--- src/rtl/rplidar_pkg.sv ---
// Shared constants, state encoding and field widths for the RPLIDAR scan decoder.
package rplidar_pkg;

    localparam logic [7:0] CMD_SYNC = 8'hA5;
    localparam logic [7:0] CMD_SCAN = 8'h20;

    localparam int DESC_LEN = 7;
    localparam logic [7:0] RESP_DESC [0:6] = '{8'hA5, 8'h5A, 8'h05, 8'h00, 8'h00, 8'h40, 8'h81};

    localparam int Q6_W   = 15;
    localparam int DIST_W = 14;
    localparam int QUAL_W = 6;

    typedef enum logic [2:0] {
        ST_DESC = 3'd0,
        ST_B0   = 3'd1,
        ST_B1   = 3'd2,
        ST_B2   = 3'd3,
        ST_B3   = 3'd4,
        ST_B4   = 3'd5
    } scan_state_e;

    // Index 7 never occurs; it folds onto the first descriptor byte.
    function automatic logic [7:0] desc_byte(input logic [2:0] idx);
        logic [7:0] b;
        b = RESP_DESC[0];
        case (idx)
            3'd1:    b = RESP_DESC[1];
            3'd2:    b = RESP_DESC[2];
            3'd3:    b = RESP_DESC[3];
            3'd4:    b = RESP_DESC[4];
            3'd5:    b = RESP_DESC[5];
            3'd6:    b = RESP_DESC[6];
            default: b = RESP_DESC[0];
        endcase
        return b;
    endfunction

endpackage

--- src/rtl/rplidar_scan_decoder_gap_timer.sv ---
// Inter-byte gap timer: down-counter reloaded by clear, expires at terminal count while enabled.
module rplidar_scan_decoder_gap_timer #(
    parameter int CYCLES = 20000
) (
    input  logic clk_100mhz,
    input  logic reset,
    input  logic clear,
    input  logic enable,
    output logic expired
);

    localparam int CW = $clog2(CYCLES + 1);
    localparam logic [CW-1:0] LOAD = CW'(CYCLES - 1);

    logic [CW-1:0] count;

    always_ff @(posedge clk_100mhz or posedge reset) begin
        if (reset) begin
            count <= LOAD;
        end else if (clear || !enable) begin
            count <= LOAD;
        end else if (count != '0) begin
            count <= count - 1'b1;
        end
    end

    assign expired = enable && !clear && (count == '0);

endmodule

--- src/rtl/rplidar_scan_decoder.sv ---
// Normal-scan response decoder: strips the 7-byte descriptor, then validates and unpacks 5-byte nodes.
module rplidar_scan_decoder
    import rplidar_pkg::*;
#(
    parameter int CLK_FREQ        = 100_000_000,
    parameter int GAP_TIMEOUT_US  = 200,
    parameter bit SKIP_DESCRIPTOR = 1'b1
) (
    input  logic              clk_100mhz,
    input  logic              reset,
    input  logic              restart,
    input  logic [7:0]        rx_data,
    input  logic              rx_valid,
    output logic              meas_valid,
    output logic [QUAL_W-1:0] meas_quality,
    output logic              meas_start,
    output logic [Q6_W-1:0]   meas_angle_q6,
    output logic [DIST_W-1:0] meas_distance_mm,
    output logic              desc_locked,
    output logic [15:0]       err_count
);

    localparam longint GAP_CYCLES_L = longint'(GAP_TIMEOUT_US) * longint'(CLK_FREQ) / 64'sd1_000_000;
    localparam int     GAP_CYCLES   = (GAP_CYCLES_L < 1) ? 1 : int'(GAP_CYCLES_L);
    localparam scan_state_e IDLE_STATE = SKIP_DESCRIPTOR ? ST_DESC : ST_B0;

    scan_state_e state, state_n;
    logic [2:0]  desc_idx, desc_idx_n;

    logic [QUAL_W-1:0] node_qual;
    logic              node_start;
    logic [6:0]        node_b1;
    logic [7:0]        node_b2;
    logic [7:0]        node_b3;

    logic cap_b0, cap_b1, cap_b2, cap_b3;
    logic node_done, err_inc, lock_set;
    logic timer_en, gap_expired;

    assign timer_en = (state == ST_B1) || (state == ST_B2) || (state == ST_B3) || (state == ST_B4);

    rplidar_scan_decoder_gap_timer #(
        .CYCLES (GAP_CYCLES)
    ) u_gap_timer (
        .clk_100mhz (clk_100mhz),
        .reset      (reset),
        .clear      (rx_valid || restart),
        .enable     (timer_en),
        .expired    (gap_expired)
    );

    always_ff @(posedge clk_100mhz or posedge reset) begin
        if (reset) begin
            state    <= IDLE_STATE;
            desc_idx <= 3'd0;
        end else begin
            state    <= state_n;
            desc_idx <= desc_idx_n;
        end
    end

    // restart beats an incoming byte; an incoming byte beats a gap timeout.
    always_comb begin
        state_n    = state;
        desc_idx_n = desc_idx;
        cap_b0     = 1'b0;
        cap_b1     = 1'b0;
        cap_b2     = 1'b0;
        cap_b3     = 1'b0;
        node_done  = 1'b0;
        err_inc    = 1'b0;
        lock_set   = 1'b0;
        if (restart) begin
            state_n    = IDLE_STATE;
            desc_idx_n = 3'd0;
        end else if (rx_valid) begin
            case (state)
                ST_DESC: begin
                    if (rx_data == desc_byte(desc_idx)) begin
                        if (desc_idx == 3'(DESC_LEN - 1)) begin
                            state_n    = ST_B0;
                            desc_idx_n = 3'd0;
                            lock_set   = 1'b1;
                        end else begin
                            desc_idx_n = desc_idx + 3'd1;
                        end
                    end else begin
                        desc_idx_n = (rx_data == CMD_SYNC) ? 3'd1 : 3'd0;
                    end
                end
                ST_B0: begin
                    if (rx_data[0] != rx_data[1]) begin
                        cap_b0  = 1'b1;
                        state_n = ST_B1;
                    end else begin
                        err_inc = 1'b1;
                    end
                end
                ST_B1: begin
                    if (rx_data[0]) begin
                        cap_b1  = 1'b1;
                        state_n = ST_B2;
                    end else begin
                        err_inc = 1'b1;
                        state_n = ST_B0;
                    end
                end
                ST_B2: begin
                    cap_b2  = 1'b1;
                    state_n = ST_B3;
                end
                ST_B3: begin
                    cap_b3  = 1'b1;
                    state_n = ST_B4;
                end
                ST_B4: begin
                    node_done = 1'b1;
                    state_n   = ST_B0;
                end
                default: begin
                    state_n    = IDLE_STATE;
                    desc_idx_n = 3'd0;
                end
            endcase
        end else if (gap_expired) begin
            err_inc = 1'b1;
            state_n = ST_B0;
        end
    end

    always_ff @(posedge clk_100mhz or posedge reset) begin
        if (reset) begin
            node_qual  <= '0;
            node_start <= 1'b0;
            node_b1    <= '0;
            node_b2    <= '0;
            node_b3    <= '0;
        end else begin
            if (cap_b0) begin
                node_qual  <= rx_data[7:2];
                node_start <= rx_data[0];
            end
            if (cap_b1) node_b1 <= rx_data[7:1];
            if (cap_b2) node_b2 <= rx_data;
            if (cap_b3) node_b3 <= rx_data;
        end
    end

    // Byte4 is consumed straight off rx_data; the two fractional distance bits are dropped.
    always_ff @(posedge clk_100mhz or posedge reset) begin
        if (reset) begin
            meas_valid       <= 1'b0;
            meas_quality     <= '0;
            meas_start       <= 1'b0;
            meas_angle_q6    <= '0;
            meas_distance_mm <= '0;
        end else begin
            meas_valid <= node_done;
            if (node_done) begin
                meas_quality     <= node_qual;
                meas_start       <= node_start;
                meas_angle_q6    <= {node_b2, node_b1};
                meas_distance_mm <= {rx_data, node_b3[7:2]};
            end
        end
    end

    always_ff @(posedge clk_100mhz or posedge reset) begin
        if (reset) begin
            err_count <= '0;
        end else if (err_inc && (err_count != 16'hFFFF)) begin
            err_count <= err_count + 16'd1;
        end
    end

    always_ff @(posedge clk_100mhz or posedge reset) begin
        if (reset) begin
            desc_locked <= ~SKIP_DESCRIPTOR;
        end else if (!SKIP_DESCRIPTOR) begin
            desc_locked <= 1'b1;
        end else if (restart) begin
            desc_locked <= 1'b0;
        end else if (lock_set) begin
            desc_locked <= 1'b1;
        end
    end

endmodule

--- config.mk ---
export PLATFORM = sky130hd
export DESIGN_NAME = rplidar_scan_decoder
export DESIGN_NICKNAME = d
export VERILOG_FILES = /design/src/rtl/rplidar_pkg.sv /design/src/rtl/rplidar_scan_decoder_gap_timer.sv /design/src/rtl/rplidar_scan_decoder.sv
export SDC_FILE = /design/constraint.sdc
export NUM_CORES = 1
export LEC_CHECK = 0
export BUFFER_PORTS_ARGS = -buffer_cell sky130_fd_sc_hd__buf_4
export CAP_MARGIN = 30
export CORE_MARGIN = 1
export CORE_UTILIZATION = 56
export CTS_BUF_LIST = sky130_fd_sc_hd__clkbuf_8
export DETAILED_ROUTE_END_ITERATION = 8
export HOLD_SLACK_MARGIN = 0.15
export PLACE_DENSITY = 0.79
export SLEW_MARGIN = 20
export SYNTH_ARGS = -nofsm -noshare
export SYNTH_HDL_FRONTEND = slang
export SYNTH_SLANG_ARGS = --single-unit
--- constraint.sdc ---
create_clock -name clk_100mhz -period 3.7 [get_ports clk_100mhz]
set_input_delay 0 -clock clk_100mhz [delete_from_list [all_inputs] [get_ports clk_100mhz]]
set_output_delay 0 -clock clk_100mhz [all_outputs]
set_load 0.05 [all_outputs]
==> flow_summary_export.csv, run 1 <==
group,metric,value,unit
timing,slew_headroom,42.96,%
synthesis,synth_seq_cells,103,
timing,period_share,70.80,%
route,drt_first_pass_iters,5,
finish,syn2layout_area_growth,19.71,%
synthesis,syn_nets,396,
floorplan,rows,32,
placed_design,dpl_cell_area,5177,µm²
route,vias_per_cell,5.572,
finish,fin_cells,561,
route,postRouteAntennaNets,0,
clock_tree,root_buffer,"clkbuf_8",
synthesis,synthesis.area,4583,µm²
finish,layout_commonest_cell,"dfrtp_1",
clock_tree,cts_buffer_depth,2,
global_route,grt_usage,22.26,%
synthesis,yosys_warnings,0,
finish,nNetsFinal,469,
finish,final_cell_mix,"dfrtp_1, buf_4, mux2_2",
global_route,grt_overflow_total,0,
clock_tree,clock_latency,0.36,ns
worst_setup_path,crit_type,"flop to flop",
clock_tree,cts.sinks,103,
placed_design,gp_congestion,0.8159,
timing,setup_viol_count_final,0,
route,drt_iter0_drc,152,
route,num_vias,3126,
floorplan,die-height,92.47,µm
global_route,antenna_found_initial,0,
timing,maxSlewViolCount,0,
synthesis,synth-seq-area-share,56.48,%
timing,rsz0062_at_grt,"no",
timing,worst_slew_pin_slew,0.8491,ns
finish,n_antenna_cell,0,
route,drt-total-wl,8780,µm
power_and_ir_drop,p_leak,2.630,nW
synthesis,ys_types,42,
clock_tree,cts_tree,"yes",
finish,final_area,5487,µm²
worst_setup_path,cp-start-kind,"flop",
timing,hold_viol,0,
floorplan,die_w,92.47,µm
synthesis,postSynthAreaPerCell,12.03,µm²
min_path,hold_class,"input pin to asynchronous set/reset pin",
floorplan,ios,66,
power_and_ir_drop,peakVddDrop,0.0002388,V
global_route,grt_max_degree,71,
power_and_ir_drop,power,2.351,mW
synthesis,synth_top_cell_by_area,"dfrtp_1",
floorplan,die-area,8550,µm²
finish,fin_util,70.27,%
timing,layout_setup_ws,1.081,ns
placed_design,dp_hpwl,6034,µm
timing,hold_slack,0.3683,ns
route,avgRoutedWirePerCell,15.65,µm
worst_setup_path,critPathMaxFanout,9,
flow_run,max-cap-violations,0,
placed_design,port_buffers,65,
power_and_ir_drop,powerDensity,428.5,nW/µm²
worst_setup_path,worstSetupEndpointType,"flop",
synthesis,syn_inst,381,
floorplan,initial_core_util,58.70,%
timing,timing.final.crit_period,2.619,ns
synthesis,synthMuxAreaShare,15.72,%
finish,nFillCells,579,
synthesis,synth_xor_area_share,4.204,%
clock_tree,clk_pin_slew,0.11,ns
synthesis,synth_adder_area_share,0.8190,%
synthesis,synth_compound_area_share,6.470,%
clock_tree,numCtsBuffers,9,
timing,tns,0,ns
synthesis,synth_top_area_share,51.32,%
synthesis,synth-simple-area-share,13.95,%
placed_design,dpl.cell_count,533,
synthesis,synthTopCellsByArea,"dfrtp_1, mux2_2, dfstp_2",
global_route,grt_pass1_vias,3115,
worst_setup_path,worstRegToRegCells,6,
floorplan,core_area,7807,µm²
route,drc_errors,0,
run_status,status,"finished clean",
global_route,grt_first_pass_wirelength,14960,µm
finish,drive_above_1_share,36.38,%
clock_tree,cts.repair.resized,0,
synthesis,synth_top_family_by_area,"multiplexers",
timing,max_freq,381.8,MHz
clock_tree,htree_levels,3,
placed_design,pre_cts_ws,1.101,ns
worst_setup_path,critPathRequiredTime,3.98,ns
timing,finClkSkew,0.01226,ns
worst_setup_path,arrival,2.90,ns
synthesized netlist by cell type:
master,number
nand2_1,23
nor3b_1,6
o211ai_1,5
buf_2,2
a31oi_1,3
o31ai_1,2
nand3_1,13
clkbuf_1,15
xor2_1,8
a21o_1,2
nand3b_1,2
o21bai_1,1
a31o_2,1
nor2_1,18
ha_1,3
and3_1,3
nand4b_4,1
or2_2,2
a22o_1,1
o22ai_1,1
mux2_2,64
nor3_2,1
nand2b_1,4
a21oi_1,11
nor2b_1,7
or3_1,7
inv_1,11
nand4_1,4
a32oi_1,1
o32a_4,1
xnor2_1,14
or4_4,2
and4b_1,1
and2_1,1
dfrtp_1,94
o21a_1,2
o21ai_0,12
o2111ai_1,2
dfstp_2,9
nor3_1,18
nor4bb_1,2
or3b_2,1
final timing paths:
| check | startpoint | end | slack, ns |
|---|---|---|---|
| worst max register to register | u_gap_timer.count[6] | err_count[15] | 1.08 |
| worst max-delay path | u_gap_timer.count[6] | err_count[15] | 1.08 |
| worst min-delay path | reset | meas_angle_q6[13] | 0.37 |
| min in group clk_100mhz | u_gap_timer.count[14] | u_gap_timer.count[14] | 0.48 |
| worst min register to register | u_gap_timer.count[14] | u_gap_timer.count[14] | 0.48 |
| max in group asynchronous | reset | meas_angle_q6[6] | 2.38 |
critical path, stage by stage (launching register included):
cell	delay, ns
dfrtp_1	0.45
or4_4	0.58
nand4b_4	0.25
o32a_4	0.44
or4_4	0.53
nor3_2	0.15
xor2_1	0.16
area by class of cell:
type	instances	area, µm²	area share [%]
Sequential cell	103	2589	47.18
Clock inverter	6	51.30	0.9350
Clock buffer	10	137.6	2.509
Multi-Input combinational cell	250	1894	34.53
Tap cell	102	127.6	2.326
Inverter	11	43.79	0.7982
Timing Repair Buffer	79	643.1	11.72
sequential cells by signal, summed over array words and instances, names as in the netlist:
| register | cells |
|---|---|
| u_gap_timer.count | 15 |
| err_count | 16 |
| desc_locked | 1 |
| node_start | 1 |
| meas_angle_q6 | 15 |
| meas_distance_mm | 14 |
| node_qual | 6 |
| meas_valid | 1 |
| meas_quality | 6 |
| meas_start | 1 |
| node_b3 | 6 |
| desc_idx | 3 |
| state | 3 |
| node_b2 | 8 |
| node_b1 | 7 |
logic make-up after synthesis:
group | after synthesis
buf+inv | 28
mux | 64
fa+ha+maj | 3
compound gates | 45
flops | 103
simple gates | 116
xor+xnor | 22
power breakdown:
group          internal [mW]  switching [mW]  total [mW]
Sequential              1.23          0.0729        1.30
Clock                  0.274           0.388       0.663
Combinational          0.154           0.230       0.384
Total                   1.66           0.692        2.35
what timing repair did:
item | in CTS | in global routing
hold buffers | 12 | 0
hold endpoints to repair | 111 | 0
buffers inserted | 0 | 0
layer usage:
layer / track usage [%] / vias to the layer above / part of all wire (%) / wire length (µm)
li1: - / 1484 / - / -
met1: 30.82 / 1554 / 46 / 4043
met2: 36.11 / 74 / 49 / 4276
met5: 0 / - / 0 / 0
met3: 3.366 / 14 / 3.7 / 321
met4: 7.422 / 0 / 1.6 / 139
(Power assumes the default switching activity.)
==> inputs of run 2 (changes only) <==
- CORE_UTILIZATION: 56 -> 53
- clock period: 3.7 -> 2.12 ns (I/O delays scaled with it)
==> run 2 against run 1 <==
Against the previous run: the run now ends with negative setup slack left; critical path depth stayed put; die area grew 5.5%; sequential cell count stayed put; global-route usage is 0.53 points lower; hold slack worse by 0.035 ns; first-iteration DRC count grew 47%; non-clock buffer count rose by 28; maximum frequency is 13% higher; clock power up 76%; largest power group unchanged; highest routed layer unchanged.
==> flow_summary_export.csv, run 2 (synthesis gave the netlist of run 1 again) <==
group,metric,value,unit
floorplan,die-height,94.99,µm
worst_setup_path,critPathRequiredTime,2.42,ns
worst_setup_path,path_delay_family,"simple AND/OR/NAND/NOR gates",
global_route,grt_overflow_total,0,
worst_setup_path,critPathBufInv,0,
worst_setup_path,path_common_cell,"or4_4",
finish,reg_top3,"err_count x16, meas_angle_q6 x15, u_gap_timer.count x15",
run_status,violations,"negative setup slack",
placed_design,gp_congestion,0.8826,
finish,final_cell_mix,"dfrtp_1, buf_4, mux2_2",
finish,regMostFlops,"err_count",
clock_tree,clock_latency,0.36,ns
worst_setup_path,critPathSlowestCell,"or4_4",
power_and_ir_drop,p_leak,2.787,nW
power_and_ir_drop,p_comb_share,16.7,%
worst_setup_path,rr_endpoint,"err_count[15]",
clock_tree,clk_pin_slew,0.10,ns
timing,hold_viol,0,
worst_setup_path,arrival,2.62,ns
timing,worst_slew_pin_slew,0.6907,ns
run_status,status,"finished, violations left",
timing,slew_headroom,53.60,%
timing,timing.final.crit_period,2.326,ns
worst_setup_path,cp-start-kind,"flop",
global_route,grt_usage,21.73,%
placed_design,dpl_cell_area,5383,µm²
floorplan,core_area,8299,µm²
placed_design,dp_hpwl,6214,µm
floorplan,die-area,9023,µm²
route,drc_errors,0,
power_and_ir_drop,internal-power,2.885,mW
finish,final_area,5774,µm²
worst_setup_path,timing.critical_path.to,"err_count[15]",
power_and_ir_drop,powerDensity,715.3,nW/µm²
power_and_ir_drop,clkPwrFrac,28.3,%
finish,layout_commonest_cell,"dfrtp_1",
floorplan,initial_core_util,55.22,%
worst_setup_path,critPathMaxFanout,4,
clock_tree,cts.sinks,103,
power_and_ir_drop,p_switching,1.245,mW
placed_design,dpl.cell_count,562,
timing,setup_viol_count_final,10,
global_route,grt_pass1_vias,3171,
timing,maxSlewViolCount,0,
timing,layout_setup_ws,-0.2056,ns
clock_tree,numCtsBuffers,9,
global_route,antenna_found_initial,0,
min_path,hold_class,"input pin to asynchronous set/reset pin",
flow_run,max-cap-violations,0,
worst_setup_path,cp_cell_sequence,"or4_4, nand4b_4, o32a_4, or4_4, nor3_4, xor2_1",
power_and_ir_drop,seqPwrFrac,55.0,%
global_route,grt_max_degree,104,
worst_setup_path,r2r_slack,-0.21,ns
floorplan,rows,33,
worst_setup_path,worstRegToRegCells,6,
power_and_ir_drop,peakVddDrop,0.0003921,V
clock_tree,cts_tree,"yes",
finish,n_antenna_cell,0,
finish,syn2layout_area_growth,25.99,%
route,drt-total-wl,9278,µm
placed_design,port_buffers,65,
worst_setup_path,crit_type,"flop to flop",
finish,fin_cells,592,
clock_tree,htree_levels,3,
floorplan,die_w,94.99,µm
floorplan,ios,66,
timing,rsz0062_at_grt,"yes",
route,postRouteAntennaNets,0,
route,num_vias,3273,
power_and_ir_drop,p_sw_share,30.15,%
route,drt_first_pass_iters,5,
worst_setup_path,crit_path_max_incr_delay,0.53,ns
worst_setup_path,worstSetupEndpointType,"flop",
worst_setup_path,r2r_start,"u_gap_timer.count[6]",
clock_tree,root_buffer,"clkbuf_8",
global_route,grt_first_pass_wirelength,15010,µm
route,vias_per_cell,5.529,
route,drt_iter0_drc,223,
clock_tree,cts_buffer_depth,2,
timing,period_share,109.7,%
worst_setup_path,cp.depth,6,
timing,finClkSkew,0.01343,ns
finish,drive_above_1_share,42.30,%
finish,largest_reg_flops,16,
finish,nNetsFinal,497,
worst_setup_path,setup.worst_path.start,"u_gap_timer.count[6]",
finish,nFillCells,588,
route,avgRoutedWirePerCell,15.67,µm
timing,max_freq,430.0,MHz
==> run 2: cell types whose count changed in the layout (fill, tap and decap cells not counted), moves of 2 or more <==
| cell | previous run | this run |
|---|---|---|
| buf_12 | 0 | 2 |
| nor3_2 | 1 | 4 |
| nor3_4 | 0 | 2 |
| nor2_1 | 17 | 15 |
| nor3_1 | 18 | 13 |
| buf_4 | 66 | 93 |
==> run 2: worst min-delay path: stages <==
cell	delay, ns
dlygate4sd3_1	0.54
buf_4	0.14
clkinvlp_4	0.07
buf_12	0.40
==> run 2: metal layers <==
metal  track usage (%)  up-vias  share of wire [%]
met5                 0        -                  0
met4             7.828        0                1.6
met3             3.221       15                3.6
met2             35.49       84                 50
met1             29.48     1626                 45
li1                  -     1548                  -
==> run 2: worst min-delay path by stage <==
stage / cells past startpoint / end / slack (ns)
floorplan: 1 / node_b3[3] / 0.15
global placement: 3 / err_count[12] / 0.20
detailed placement: 3 / meas_angle_q6[7] / 0.21
CTS: 4 / meas_angle_q6[5] / 0.37
global route: 4 / err_count[12] / 0.36
finish: 4 / err_count[10] / 0.33
==> run 2: what timing repair did <==
action | CTS | global route
setup buffers | 0 | 3
resized for setup | 2 | 12
hold buffers | 11 | 0
pin swaps | 3 | 5
cloned | 0 | 0
hold endpoints to repair | 144 | 0
endpoints found under the setup margin | 13 | 20
==> run 2: stage by stage <==
stage	TNS (ns)	hold WS, ns	power, mW	utilization [%]	worst slack, ns
after floorplan	-2.211	0.1506	2.764	-	-0.2870
after global placement	-0.7467	0.2011	2.957	64.86	-0.1442
after detailed placement	-1.264	0.2094	2.984	64.86	-0.1908
after CTS	-1.175	0.3654	4.164	68.63	-0.2110
after global routing	-2.167	0.3556	4.333	69.58	-0.2857
final	-0.9832	0.3333	4.130	69.58	-0.2056
==> run 2: power by group through the flow <==
stage | Clock [mW] | Sequential (mW) | Combinational, mW
floorplan | 0 | 2.49 | 0.276
global placement | 0 | 2.30 | 0.658
detailed placement | 0 | 2.31 | 0.676
CTS | 1.20 | 2.27 | 0.694
global route | 1.28 | 2.30 | 0.748
finish | 1.17 | 2.27 | 0.692
==> run 2: cell type report <==
type	count	area [µm²]	area share (%)
inverter	11	45.04	0.7801
sequential	103	2589	44.83
tap	105	131.4	2.275
timing repair buffer	107	859.6	14.89
multi-input combinational	250	1958	33.91
clock buffer	9	123.9	2.145
clock inverter	7	67.56	1.170
